===== config.mk =====
export PLATFORM = sky130hd
export DESIGN_NAME = mult_share_arbiter
export DESIGN_NICKNAME = d
export VERILOG_FILES = /design/src/rtl/mult_share_arbiter.sv
export SDC_FILE = /design/constraint.sdc
export NUM_CORES = 1
export LEC_CHECK = 0
export CAP_MARGIN = 15
export CORE_MARGIN = 2
export CORE_UTILIZATION = 37
export CTS_CLUSTER_DIAMETER = 40
export DETAILED_ROUTE_END_ITERATION = 10
export GPL_TIMING_DRIVEN = 0
export PLACE_DENSITY_LB_ADDON = 0.3
export SLEW_MARGIN = 30
export SYNTH_ARGS = -nofsm -noshare
export SYNTH_HDL_FRONTEND = slang
export SYNTH_SLANG_ARGS = --single-unit

===== constraint.sdc =====
create_clock -name clk -period 2.1 [get_ports clk]
set_input_delay 0.21 -clock clk [delete_from_list [all_inputs] [get_ports clk]]
set_output_delay 0.21 -clock clk [all_outputs]
set_load 0.03 [all_outputs]

===== src/rtl/mult_share_arbiter.sv =====
// Round-robin front end that time-shares one external combinational multiplier
// between NREQ requesters, with valid/ready handshakes on both the request and response sides.
module mult_share_arbiter #(
  parameter int NREQ    = 4,
  parameter int WIDTH   = 8,
  parameter int MUL_LAT = 1
) (
  input  logic                    clk,
  input  logic                    rst,
  input  logic [NREQ-1:0]         req_valid,
  output logic [NREQ-1:0]         req_ready,
  input  logic [NREQ*WIDTH-1:0]   req_a,
  input  logic [NREQ*WIDTH-1:0]   req_b,
  output logic [NREQ-1:0]         rsp_valid,
  input  logic [NREQ-1:0]         rsp_ready,
  output logic [2*WIDTH-1:0]      rsp_p,
  output logic [WIDTH-1:0]        mul_a,
  output logic [WIDTH-1:0]        mul_b,
  input  logic [2*WIDTH-1:0]      mul_p,
  output logic                    busy
);

  localparam int PW = $clog2(NREQ);
  localparam int CW = (MUL_LAT > 1) ? $clog2(MUL_LAT) : 1;

  typedef enum logic [1:0] {S_IDLE, S_WAIT, S_RESP} state_t;

  state_t             r_state;
  state_t             w_state_next;
  logic [PW-1:0]      r_ptr;
  logic [PW-1:0]      r_gnt;
  logic [CW-1:0]      r_cnt;
  logic [WIDTH-1:0]   r_op_a;
  logic [WIDTH-1:0]   r_op_b;
  logic [2*WIDTH-1:0] r_rsp_p;

  logic [PW-1:0]      w_g;
  logic [PW:0]        w_idx;
  logic               w_found;
  logic               w_hs;
  logic [WIDTH-1:0]   w_sel_a;
  logic [WIDTH-1:0]   w_sel_b;

  // Scan from the highest offset down so the requester closest to r_ptr wins.
  always_comb begin
    w_found = 1'b0;
    w_g     = '0;
    w_idx   = '0;
    for (int k = NREQ - 1; k >= 0; k--) begin
      w_idx = {1'b0, r_ptr} + (PW+1)'(k);
      if (w_idx >= (PW+1)'(NREQ)) begin
        w_idx = w_idx - (PW+1)'(NREQ);
      end
      if (req_valid[w_idx[PW-1:0]]) begin
        w_found = 1'b1;
        w_g     = w_idx[PW-1:0];
      end
    end
  end

  assign w_hs    = (r_state == S_IDLE) && w_found;
  assign w_sel_a = req_a[w_g*WIDTH +: WIDTH];
  assign w_sel_b = req_b[w_g*WIDTH +: WIDTH];

  generate
    for (genvar gi = 0; gi < NREQ; gi++) begin : g_onehot
      assign req_ready[gi] = w_hs && (w_g == PW'(gi));
      assign rsp_valid[gi] = (r_state == S_RESP) && (r_gnt == PW'(gi));
    end
  endgenerate

  always_comb begin
    w_state_next = r_state;
    case (r_state)
      S_IDLE:  if (w_found) w_state_next = S_WAIT;
      S_WAIT:  if (r_cnt == '0) w_state_next = S_RESP;
      S_RESP:  if (rsp_ready[r_gnt]) w_state_next = S_IDLE;
      default: w_state_next = S_IDLE;
    endcase
  end

  always_ff @(posedge clk or posedge rst) begin
    if (rst) begin
      r_state <= S_IDLE;
      r_ptr   <= '0;
      r_gnt   <= '0;
      r_cnt   <= '0;
      r_op_a  <= '0;
      r_op_b  <= '0;
      r_rsp_p <= '0;
    end else begin
      r_state <= w_state_next;
      if (w_hs) begin
        r_op_a <= w_sel_a;
        r_op_b <= w_sel_b;
        r_gnt  <= w_g;
        r_ptr  <= (w_g == PW'(NREQ - 1)) ? '0 : w_g + 1'b1;
        r_cnt  <= CW'(MUL_LAT - 1);
      end
      // The product is sampled on the last settle cycle, after the operands have been stable for MUL_LAT cycles.
      if (r_state == S_WAIT) begin
        if (r_cnt == '0) begin
          r_rsp_p <= mul_p;
        end else begin
          r_cnt <= r_cnt - 1'b1;
        end
      end
    end
  end

  assign mul_a = r_op_a;
  assign mul_b = r_op_b;
  assign rsp_p = r_rsp_p;
  assign busy  = (r_state != S_IDLE);

endmodule


==> out/qor.yml, run 1 <==
worstSkewPairLatency_ns: 0.28
dp_cells: 386
finalWeightedCongestion: 0.728
ys_ff_latch: 39
drt_iter0_markers: 39
finalNonFillerCells: 395
worst_pin_slew_ns: 0.514
regToRegEndpoint: "mul_b[0]"
final_common_cell: "clkdlybuf4s50_1"
skew_ns: 0.00482
clock_sinks: 39
nets: 416
fillers: 471
p_leak_nw: 1.67
grt_pass1_wl_mm: 9.54
port_buffers: 130
syn_nets: 277
critPathLaunch: "r_ptr[0]"
synth.yosys.seq_area_share: 0.466
crit_cells: 8
diodes: 0
cts_root_buf: "clkbuf_8"
setup.worst_path.end_class: "output pin"
area_growth_pct: 76.4
maxCapViolations: 0
irDropWorstVdd_mv: 0.794
clkTransAtPathRegs_ns: 0.08
avgSynthCellArea_um2: 11.4
layout_common_cells: "clkdlybuf4s50_1, dfrtp_1, mux2i_1, nand2_1"
worstPathCellList: "nand2b_4, a21oi_1, a211o_1, buf_12, inv_2, ha_1, and3_4, buf_6"
worstPathArrival_ns: 1.83
synth_enable_flop_cells: 0
drt_first_pass_iters: 4
synth-main-ff-cell: "dfrtp_1"
cts_hold_buf: 0
die_area_um2: 6280
drive_above_1_share: 0.161
synth.distinct_cells: 26
grt_start_max_net_pins: 27
initial_core_util: 0.382
path_delay_family: "flip-flops"
final_area_um2: 3690
hpwl_mm: 4.77
synth_warnings: 0
cp_num_buf_inv: 3
worstSetupStartpointType: "register"
die_h_um: 79.2
postPlaceCellArea_um2: 3500
synth_area_um2: 2090
finalCriticalPeriod_ns: 2.04
routed_via_density: 4.87
grt_setup_unrepaired: "yes"
tns_ns: 0
first_global_vias: 2000
wl_per_cell_um: 15.4
io_pins: 131
cts_made_buffers: 5
slew_headroom: 0.657
setup_viol: 0
cts_tree: "yes"
cp_slowest_cell: "dfrtp_1"
die_width_um: 79.2
required_ns: 1.89
r2r_start: "r_ptr[0]"
period_share: 0.971
cts_buffer_depth: 2
h-tree-depth: 2
worstPathMaxFanout: 4
wirelength_mm: 6.07
fmax_mhz: 490
grt_util_all_layers: 0.196
grt_overflow: 0
num_vias: 1923
power_density_nw_per_um2: 1430
fin_util: 0.675
r2r_cells: 8
synthCells: 183
fin_worst_hold_slack_ns: 0.199
ant_nets: 0
ys_async_sr_fraction: 1.00
hold_path.class: "input pin to asynchronous set/reset pin"
rrSetupSlack_ns: 0.09
endpoint: "req_ready[3]"
core_area_um2: 5470
status: "finished, final reports clean"
drcViolationCount: 0
max_stage_delay_ns: 0.43
report.final.hold_viol_count: 0
slew_viol_final: 0
critPathKind: "register to output pin"
antenna_found_initial: 0
num_rows: 27
synth_stat cells, types with 2 or more instances:
master | instances | area [um^2]
a21o_1 | 2 | 15.0
a21oi_1 | 4 | 20.0
and3_1 | 5 | 31.3
buf_2 | 4 | 20.0
buf_6 | 4 | 45.0
clkbuf_1 | 2 | 7.51
dfrtp_1 | 39 | 976
ha_1 | 4 | 50.1
inv_1 | 5 | 18.8
mux2_2 | 16 | 180
mux2i_1 | 32 | 320
nand2_1 | 25 | 93.8
nand2_2 | 2 | 12.5
nand2b_1 | 3 | 18.8
nor2_1 | 7 | 26.3
nor2b_1 | 3 | 18.8
nor3_1 | 2 | 10.0
o221ai_1 | 16 | 140
final cells by class:
class / instances / area, um^2 / area share
clock inverters: 2 / 60.1 / 0.0163
multi-input cells: 128 / 1060 / 0.286
clock buffers: 6 / 72.6 / 0.0196
repair buffers: 133 / 1350 / 0.364
inverters: 6 / 22.5 / 0.00610
well taps: 72 / 90.1 / 0.0244
flip-flops and latches: 39 / 976 / 0.264
plain buffers: 9 / 70.1 / 0.0190
power breakdown:
group / internal [W] / switching (W) / total (W)
Sequential: 0.00113 / 0.000236 / 0.00136
Clock: 0.000475 / 0.000261 / 0.000736
Combinational: 0.00148 / 0.00169 / 0.00318
Total: 0.00309 / 0.00219 / 0.00528
how the worst min path moves through the flow:
stage	startpoint	endpoint	slack, ns	cells past startpoint
global route	rst	mul_a[7]	0.21	2
floorplan	mul_p[0]	rsp_p[0]	0.36	1
detailed placement	mul_a[2]	mul_a[2]	0.47	2
finish	rst	mul_a[7]	0.20	2
CTS	rst	mul_a[7]	0.20	2
global placement	mul_a[2]	mul_a[2]	0.47	2
through the flow:
step | power (W) | setup slack (ns)
after detailed placement | 0.00451 | -0.704
after global placement | 0.00445 | -0.674
after floorplan | 0.00329 | 0.237
final | 0.00528 | 0.0604
after CTS | 0.00527 | 0.0193
after global routing | 0.00559 | -0.0379
metal layers:
metal,vias to the layer above,wire length (um),track usage
li1,943,-,-
met1,918,2410,0.234
met5,-,0,0
met4,0,97,0.0672
met2,54,3320,0.350
met3,8,237,0.0420
cell families (layout without fill, tap and decap cells):
| kind of cell | count (synthesis) | after routing | synth area share |
|---|---|---|---|
| simple gates | 48 | 48 | 0.108 |
| compound gates | 27 | 27 | 0.107 |
| fa+ha+maj | 4 | 4 | 0.0239 |
| mux | 49 | 49 | 0.250 |
| buf+inv | 16 | 156 | 0.0454 |
| flops | 39 | 39 | 0.466 |
repair_timing:
| item | in CTS | in global routing |
|---|---|---|
| buffers inserted | 2 | 0 |
| setup endpoints to repair | 4 | 7 |
| gates resized for setup | 27 | 17 |
| pin swaps | 1 | 1 |
registers in the layout (all words and copies together) (netlist names):
name / flops
r_gnt: 2
rsp_p: 16
mul_b: 8
r_cnt: 1
r_ptr: 2
mul_a: 8
r_state: 2
No activity file was read; power rests on OpenSTA's default activity.
==> run 2: changes to the inputs <==
--- a/config.mk
+++ b/config.mk
@@ -7,7 +7,7 @@
 export LEC_CHECK = 0
 export CAP_MARGIN = 15
 export CORE_MARGIN = 2
-export CORE_UTILIZATION = 37
+export CORE_UTILIZATION = 40
 export CTS_CLUSTER_DIAMETER = 40
 export DETAILED_ROUTE_END_ITERATION = 10
 export GPL_TIMING_DRIVEN = 0
==> constraint.sdc (replaced) <==
create_clock -name clk -period 2.5 [get_ports clk]
set_input_delay 0.25 -clock clk [delete_from_list [all_inputs] [get_ports clk]]
set_output_delay 0.25 -clock clk [all_outputs]
set_load 0.03 [all_outputs]
==> out/qor.yml, run 2 (synthesized netlist as in run 1, its figures left out) <==
irDropWorstVdd_mv: 0.758  # -4.5%
antenna_found_initial: 0  # unchanged
clkPwrFrac: 0.102  # -0.037
grt_setup_unrepaired: "no"
hold_path.class: "input pin to asynchronous set/reset pin"
critPathKind: "input pin to output pin"
port_buffers: 130  # unchanged
cp_slowest_cell: "clkdlybuf4s50_1"
crit_path_frequent_cell: "buf_6"
regToRegEndpoint: "mul_a[7]"
power_w: 0.00416  # -21%
grt_start_max_net_pins: 25  # -7.4%
layout_common_cells: "clkdlybuf4s50_1, dfrtp_1, mux2i_1, nand2_1"
fillers: 420  # -11%
core_area_um2: 5070  # -7.3%
drt_iter0_markers: 78  # +100%
setup_viol: 0  # unchanged
worst_pin_slew_ns: 0.519  # +0.00509 ns
final_common_cell: "clkdlybuf4s50_1"
switching_share: 0.437  # +0.0227
fin_worst_hold_slack_ns: 0.247  # +0.0476 ns
pwr-share-comb: 0.622  # +0.020
fin_util: 0.703  # +0.0283
skew_ns: 0.00775  # +0.00293 ns
largest_reg_flops: 16  # unchanged
status: "finished, final reports clean"
required_ns: 2.25  # +0.36 ns
p_leak_nw: 1.59  # -4.7%
drt_first_pass_iters: 4  # unchanged
wirelength_mm: 5.98  # -1.5%
initial_core_util: 0.412  # +0.0300
r2r_start: "r_ptr[1]"
clkTransAtPathRegs_ns: 0.08  # about the same
cts_buffer_depth: 2  # unchanged
finalWeightedCongestion: 0.774  # +6.3%
p_seq_frac: 0.276  # +0.017
worstSkewPairLatency_ns: 0.30  # +0.02 ns
drive_above_1_share: 0.134  # -0.0275
drcViolationCount: 0  # unchanged
slew_viol_final: 0  # unchanged
cts_tree: "yes"
clock_sinks: 39  # unchanged
finalNonFillerCells: 392  # -0.76%
grt_overflow: 0  # unchanged
die_area_um2: 5830  # -7.1%
fmax_mhz: 423
pre_cts_slack_ns: -0.373  # +0.331 ns
period_share: 0.945
ant_nets: 0  # unchanged
h-tree-depth: 2  # unchanged
worstSetupStartpointType: "input pin"
area_growth_pct: 70.5
io_pins: 131  # unchanged
fin_ws_ns: 0.139  # +0.0783 ns
hpwl_mm: 4.66  # -2.2%
maxCapViolations: 0  # unchanged
num_vias: 1941  # +0.94%
power_density_nw_per_um2: 1170  # -18%
finalCriticalPeriod_ns: 2.36
cts_made_buffers: 5  # unchanged
cts_root_buf: "clkbuf_8"
p_int_w: 0.00234  # -24%
diodes: 0  # unchanged
nets: 415  # -0.24%
max_stage_delay_ns: 0.44  # about the same
worstPathCellList: "clkdlybuf4s50_1, nor2b_4, a21o_1, a211o_1, buf_6, buf_6, inv_1, ha_1, and3_1, buf_4"
dp_cells: 384  # -0.52%
setup.worst_path.end_class: "output pin"
worstPathArrival_ns: 2.11  # +0.28 ns
worstPathMaxFanout: 11  # +7
r2r_cells: 6  # -2
report.final.hold_viol_count: 0  # unchanged
first_global_vias: 1981  # -0.95%
rrSetupSlack_ns: 0.71  # +0.62 ns
grt_pass1_wl_mm: 9.75  # +2.2%
grt_util_all_layers: 0.212  # +0.0152
die_h_um: 76.3  # -3.6%
routed_via_density: 4.95  # +1.7%
wl_per_cell_um: 15.2  # -0.75%
power_switching_w: 0.00182  # -17%
die_width_um: 76.3  # -3.6%
num_rows: 26  # -3.7%
slew_headroom: 0.654  # -0.00339
==> run 2: cell count changes in the layout (fill, tap and decap cells not counted), sizes merged <==
cell,delta
buf,-1
clkdlybuf4s50,+5
clkbuf,+1
dlygate4sd2,-2
clkinv,+1
dlymetal6s2s,-3
bufinv,-2
==> run 2: cell type report <==
class	instances	area, um^2	share of cell area
repair buffers	131	1310	0.366
multi-input cells	128	1020	0.286
flip-flops and latches	39	976	0.273
well taps	70	87.6	0.0245
clock buffers	7	76.3	0.0214
plain buffers	10	72.6	0.0203
inverters	6	22.5	0.00631
clock inverters	1	5.00	0.00140
==> run 2: worst max path at each step <==
stage	start	endpoint	slack [ns]
2_1_floorplan	r_ptr[0]	req_ready[1]	0.60
6_report	req_valid[2]	req_ready[3]	0.14
4_1_cts	req_valid[2]	req_ready[0]	0.03
3_3_place_gp	req_valid[2]	req_ready[1]	-0.35
5_1_grt	req_valid[2]	req_ready[3]	0.02
3_5_place_dp	req_valid[2]	req_ready[1]	-0.37
==> run 2: repair_timing <==
item / 4_1_cts / 5_1_grt
hold buffers: 0 / 0
setup buffers: 0 / 0
resized for setup: 16 / 8
setup endpoints to repair: 4 / 4
==> run 2: power groups by stage <==
| stage | logic, W | registers (W) | clock network, W |
|---|---|---|---|
| 3_3_place_gp | 0.00258 | 0.00115 | 0 |
| 4_1_cts | 0.00261 | 0.00115 | 0.000429 |
| 6_report | 0.00259 | 0.00115 | 0.000424 |
| 3_5_place_dp | 0.00262 | 0.00115 | 0 |
| 5_1_grt | 0.00275 | 0.00120 | 0.000460 |
| 2_1_floorplan | 0.00111 | 0.00165 | 0 |
==> run 2: layer usage <==
metal	vias to the layer above	part of all wire	GRT usage
li1	938	-	-
met3	12	0.061	0.0498
met2	71	0.52	0.361
met1	920	0.39	0.256
met4	0	0.026	0.0909
met5	-	0	0
==> run 2: critical path: cells and delay by family <==
| family | cells | cell delay, ns |
|---|---|---|
| buf+inv | 5 | 0.98 |
| compound gates | 2 | 0.45 |
| simple gates | 2 | 0.28 |
| fa+ha+maj | 1 | 0.13 |
==> run 2: stage by stage <==
step	TNS [ns]	area [um^2]
6_report	0	3570
5_1_grt	0	3570
4_1_cts	0	3580
3_5_place_dp	-1.29	3500
3_3_place_gp	-1.18	3480
2_1_floorplan	0	2090
==> run 3: changes to the inputs <==
--- a/config.mk
+++ b/config.mk
@@ -11,7 +11,7 @@
 export CTS_CLUSTER_DIAMETER = 40
 export DETAILED_ROUTE_END_ITERATION = 10
 export GPL_TIMING_DRIVEN = 0
-export PLACE_DENSITY_LB_ADDON = 0.3
+export PLACE_DENSITY_LB_ADDON = 0.05
 export SLEW_MARGIN = 30
 export SYNTH_ARGS = -nofsm -noshare
 export SYNTH_HDL_FRONTEND = slang
==> out/qor.yml, run 3 (synthesized netlist as in run 1, its figures left out) <==
worstSkewPairLatency_ns: 0.30  # about the same
power_w: 0.00428  # +2.8%
cts_tree: "yes"
wirelength_mm: 5.82  # -2.7%
fmax_mhz: 414  # -2.1%
clkTransAtPathRegs_ns: 0.08  # about the same
cts_buffer_depth: 2  # unchanged
p_leak_nw: 1.61  # +0.76%
required_ns: 2.25  # about the same
grt_setup_unrepaired: "no"
wl_per_cell_um: 14.8  # -2.7%
die_area_um2: 5830  # unchanged
die_h_um: 76.3  # unchanged
status: "finished, final reports clean"
setup.worst_path.end_class: "output pin"
finalWeightedCongestion: 0.766  # -1.0%
cts_made_buffers: 5  # unchanged
hpwl_mm: 4.76  # +2.1%
antenna_found_initial: 0  # unchanged
grt_util_all_layers: 0.208  # -0.00355
drt_first_pass_iters: 4  # unchanged
nets: 415  # unchanged
regToRegEndpoint: "mul_b[1]"
fin_util: 0.710  # +0.00666
first_global_vias: 1907  # -3.7%
maxCapViolations: 0  # unchanged
critPathKind: "input pin to output pin"
finalCriticalPeriod_ns: 2.41  # +0.0516 ns
num_rows: 26  # unchanged
h-tree-depth: 2  # unchanged
slew_viol_final: 0  # unchanged
area_growth_pct: 72.1
die_width_um: 76.3  # unchanged
drt_iter0_markers: 99  # +27%
worstSetupStartpointType: "input pin"
initial_core_util: 0.412  # unchanged
drive_above_1_share: 0.140  # +0.00621
cts_hold_buf: 0  # unchanged
rrSetupSlack_ns: 0.71  # about the same
io_pins: 131  # unchanged
routed_via_density: 4.88  # -1.5%
grt_overflow: 0  # unchanged
setup_viol: 0  # unchanged
drcViolationCount: 0  # unchanged
r2r_start: "r_ptr[1]"
clock_sinks: 39  # unchanged
tns_ns: 0  # unchanged
num_vias: 1912  # -1.5%
irDropWorstVdd_mv: 0.731  # -3.5%
layout_common_cells: "clkdlybuf4s50_1, dfrtp_1, mux2i_1, nand2_1"
cts_root_buf: "clkbuf_8"
grt_start_max_net_pins: 28  # +12%
port_buffers: 130  # unchanged
skew_ns: 0.00485  # -0.00290 ns
ant_nets: 0  # unchanged
worst_pin_slew_ns: 0.485  # -0.0344 ns
grt_pass1_wl_mm: 9.52  # -2.4%
report.final.hold_viol_count: 0  # unchanged
worstPathMaxFanout: 11  # unchanged
post_cts_buffers: 0  # unchanged
final_common_cell: "clkdlybuf4s50_1"
diodes: 0  # unchanged
largest_reg_flops: 16  # unchanged
power_density_nw_per_um2: 1190  # +1.8%
hold_path.class: "input pin to asynchronous set/reset pin"
worstPathArrival_ns: 2.16  # +0.05 ns
core_area_um2: 5070  # unchanged
slew_headroom: 0.677  # +0.0229
period_share: 0.965  # +0.0207
r2r_cells: 6  # unchanged
run 3: power by group:
| part | internal [W] | switching (W) | leakage [nW] |
|---|---|---|---|
| Sequential | 0.000947 | 0.000198 | 0.472 |
| Combinational | 0.00120 | 0.00139 | 1.08 |
| Clock | 0.000301 | 0.000247 | 0.0548 |
run 3: critical path: stages:
cell	delay, ns
clkdlybuf4s50_1	0.44
nor2b_4	0.15
a21o_1	0.15
a211o_1	0.31
buf_6	0.16
buf_6	0.16
inv_1	0.08
ha_1	0.13
and3_1	0.14
clkbuf_4	0.18
run 3: final cells by class:
cell class / instances / area (um^2)
fillers: 420 / 1470
repair buffers: 131 / 1310
multi-input cells: 128 / 1020
flip-flops and latches: 39 / 976
well taps: 70 / 87.6
plain buffers: 10 / 72.6
clock buffers: 5 / 68.8
clock inverters: 3 / 46.3
inverters: 6 / 22.5
run 3: repair_timing:
| item | 4_1_cts | 5_1_grt |
|---|---|---|
| cloned | 0 | 0 |
| resized for setup | 16 | 7 |
| setup endpoints to repair | 4 | 4 |
| pin swaps | 0 | 0 |
run 3: stage by stage:
stage,setup slack (ns),hold WS (ns),std cells,cell area [um^2]
after CTS,0.00984,0.208,392,3610
after floorplan,0.597,0.402,183,2090
after global placement,-0.383,0.469,383,3480
final,0.0871,0.202,392,3600
after detailed placement,-0.412,0.472,384,3500
after global routing,0.00122,0.230,392,3600
run 3: worst max path at each step:
stage	slack, ns	cells past startpoint	start	endpoint
after floorplan	0.60	8	r_ptr[0]	req_ready[1]
after global placement	-0.38	10	req_valid[2]	req_ready[3]
after detailed placement	-0.41	10	req_valid[2]	req_ready[1]
after CTS	0.01	9	req_valid[2]	req_ready[2]
after global routing	0.001	10	req_valid[2]	req_ready[1]
final	0.09	10	req_valid[2]	req_ready[1]
run 3: metal layers:
| metal | share of wire | wire length, um | track usage | vias to the layer above |
|---|---|---|---|---|
| met2 | 0.51 | 2990 | 0.356 | 74 |
| met1 | 0.41 | 2370 | 0.249 | 892 |
| li1 | - | - | - | 937 |
| met5 | 0 | 0 | 0 | - |
| met4 | 0.017 | 98 | 0.0709 | 0 |
| met3 | 0.061 | 354 | 0.0628 | 9 |
